==> src/rtl/lfsr_sat_counter.sv <==
// Saturating up-counter with a per-cycle increment amount and synchronous clear.
module lfsr_sat_counter #(
  parameter int unsigned W = 16
) (
  input  logic         clk,
  input  logic         reset,
  input  logic         clear_i,
  input  logic [W-1:0] inc_i,
  output logic [W-1:0] count_o
);

  logic [W-1:0] count_q;
  logic [W:0]   sum_c;

  // One extra bit catches the wrap so the count pins at all-ones.
  assign sum_c = {1'b0, count_q} + {1'b0, inc_i};

  always_ff @(posedge clk) begin
    if (reset || clear_i) begin
      count_q <= '0;
    end else if (sum_c[W]) begin
      count_q <= '1;
    end else begin
      count_q <= sum_c[W-1:0];
    end
  end

  assign count_o = count_q;

endmodule

==> config.mk <==
export PLATFORM = sky130hd
export DESIGN_NAME = lfsr_sat_counter
export DESIGN_NICKNAME = d
export VERILOG_FILES = /design/src/rtl/lfsr_sat_counter.sv
export SDC_FILE = /design/constraint.sdc
export NUM_CORES = 1
export LEC_CHECK = 0
export ABC_AREA = 1
export CORE_ASPECT_RATIO = 1.1
export CORE_UTILIZATION = 55
export DETAILED_ROUTE_END_ITERATION = 6
export DONT_BUFFER_PORTS = 1
export PLACE_DENSITY = 0.7
export SLEW_MARGIN = 20
export SYNTH_ARGS = -nofsm -noshare
export SYNTH_HDL_FRONTEND = slang
export SYNTH_SLANG_ARGS = --single-unit
==> constraint.sdc <==
create_clock -name clk -period 2.14 [get_ports clk]
set_input_delay 0.428 -clock clk [delete_from_list [all_inputs] [get_ports clk]]
set_output_delay 0.428 -clock clk [all_outputs]
set_load 0.02 [all_outputs]
==> impl_metrics.csv <==
group,metric,value,unit
route,vias_per_cell,4.85,
finish,layout_common_cells,"88 x nand2_1, 61 x inv_1, 19 x nor2_1",
timing,slew_headroom,80.2,%
synthesis,syn_avg_cell_area,5.90,sq um
setup_path,cp.arrival,2.19,ns
clock_tree,postCtsSetupBuffers,0,
setup_path,r2r_start,"count_o[0]",
hold_path,hp-class,"in2reg",
synthesis,yosysWarningCount,0,
place,portBuffers,0,
route,drtAntennaViolNets,0,
finish,largest_register_ffs,16,
synthesis,ys_types,20,
route,drc,0,
die,die_y,56.4,microns
setup_path,start_kind,"flip-flop",
place,post-place-ws,0.0207,ns
die,die_w,51.5,microns
grt,track_usage,24.8,%
route,wl,3.20,mm
power_and_ir_drop,peakVddDrop,0.500,mV
place,gp_congestion,0.880,
route,num_vias,1451,
synthesis,seq_area_frac_synth,21.6,%
grt,grt_antenna_before_repair,0,
setup_path,regToRegEndpoint,"count_o[4]",
finish,area.sequential,320,sq um
timing,tightestPinTransition,0.297,ns
setup_path,rr_worst_depth,10,
synthesis,synth_top_area_cell,"nand2_1",
finish,finalNonFillerCells,299,
timing,timing.final.crit_share,93.0,%
finish,multi_input_area,908,sq um
clock_tree,cts_buffers,3,
power_and_ir_drop,power_density,619,nW/um^2
clock_tree,clkSinkCount,16,
setup_path,cp_max_fo,5,
synthesis,synthesis.nets,287,
hold_path,hold_depth,3,
clock_tree,clockRootBuffer,"clkbuf_4",
timing,rsz0062_at_grt,"no",
route,drt_iter0_markers,38,
synthesis,synthTopCellsByArea,"nand2_1 22%, dfxtp_1 22%, inv_1 15%",
clock_tree,ctsHoldBuffers,0,
route,dr.pass1.iters,4,
synthesis,synth_seq_cells,16,
timing,finalSetupViolCount,0,
place,hpwl,2.65,mm
timing,slew_violations,0,
run_status,outcome,"completed",
die,floorplan.initialDensity,58.7,%
grt,grt_max_degree,12,
die,die_area,2900,sq um
finish,num-fill-cells,255,
route,wl_per_cell,10.7,microns
clock_tree,ctsHtreeMaxLevel,1,
timing,finalWorstSetupSlack,0.151,ns
finish,drive_gt1_share,8.96,%
setup_path,r2r_slack,0.15,ns
finish,fin_nets,305,
setup_path,worstSetupPathType,"reg2reg",
die,top_level_ports,35,
grt,grt_overflow_total,0,
synthesis,synth_top_cell_area_share,22.3,%
setup_path,startpoint,"count_o[0]",
grt,grt_pass1_wl,5.47,mm
timing,setup-tns-final,0,ns
setup_path,cp-endpoint,"count_o[4]",
timing,fin_crit,1.99,ns
finish,antenna_cells,0,
timing,hold_violations,0,
job,cap_violations,0,
synthesis,netlist_instances,251,
grt,grt_pass1_vias,1383,
synthesis,syn_area,1480,sq um
finish,final_common_cell,"nand2_1",
clock_tree,worst_skew_pair.late_latency,0.29,ns
setup_path,worst_setup_path_end_kind,"flip-flop",
timing,skew,0.00523,ns
finish,syn2layout_area_growth,11.2,%
clock_tree,clockBufferDepth,2,
clock_tree,cts_tree,"done",
die,rows,19,
timing,max_freq,503,MHz
clock_tree,cts_resized,0,
clock_tree,clk_pin_slew,0.10,ns
setup_path,cp.required,2.34,ns
power_and_ir_drop,leakagePower,0.00109,uW
die,core,2520,sq um
place,dp_cells,295,
[worst max-delay path: stages (launching register included)]
cell	delay, ns
dfxtp_1	0.32
ha_1	0.20
fa_1	0.38
nand2_1	0.16
a21oi_2	0.11
nand2_1	0.08
nand2_2	0.07
a21oi_2	0.17
inv_1	0.15
o21ai_0	0.21
inv_1	0.05
[worst min path at each step]
stage                     slack [ns]       start          to
after floorplan                 0.67    inc_i[0]  count_o[0]
after global placement          0.58  count_o[0]  count_o[0]
after detailed placement        0.58  count_o[0]  count_o[0]
after CTS                       0.38    inc_i[0]  count_o[0]
after global routing            0.40    inc_i[0]  count_o[0]
final                           0.39    inc_i[0]  count_o[0]
[cells in the mapped netlist]
cell	n
nand2_2	2
nand3_1	15
nor2_1	19
dfxtp_1	16
o21ai_0	4
a21oi_2	2
a21oi_1	10
nand2_1	88
nor3_1	2
fa_1	1
buf_6	2
xnor2_1	4
nand3b_1	1
ha_1	16
nand4_1	2
inv_1	61
xor2_1	2
and2_1	2
a21o_1	1
o21ai_2	1
[power by group]
group | leakage, uW | internal (uW) | total [uW] | switching [uW]
clock | 0.0000210 | 104 | 207 | 104
sequential | 0.000132 | 328 | 353 | 25.3
combinational | 0.000935 | 175 | 458 | 283
total | 0.00109 | 607 | 1020 | 411
[per-layer routing]
metal	GRT usage [%]	vias up	wire, microns
li1	-	787	-
met1	29.5	633	1490
met2	43.4	26	1590
met3	3.25	5	83
met4	10.4	0	42
met5	0	-	0
[through the flow]
stage / hold WS (ns) / util, % / total power, uW / area, sq um
floorplan: 0.668 / - / 704 / 1480
global placement: 0.581 / 63.9 / 811 / 1610
detailed placement: 0.583 / 63.9 / 814 / 1610
CTS: 0.384 / 65.3 / 1020 / 1650
global route: 0.395 / 65.3 / 1110 / 1650
finish: 0.386 / 65.3 / 1020 / 1650
[logic make-up after synthesis]
logic type,share of synthesized area [%]
xor+xnor,3.55
buf+inv,17.0
simple gates,35.9
flops,21.6
compound gates,7.02
fa+ha+maj,14.9
[cell type report]
type | instances | share of cell area, %
Clock buffer | 4 | 2.21
Sequential cell | 16 | 19.5
Tap cell | 31 | 2.36
Inverter | 61 | 13.9
Multi-Input combinational cell | 172 | 55.2
Timing Repair Buffer | 15 | 6.84
Note: power is estimated with default switching activity, not from simulation.
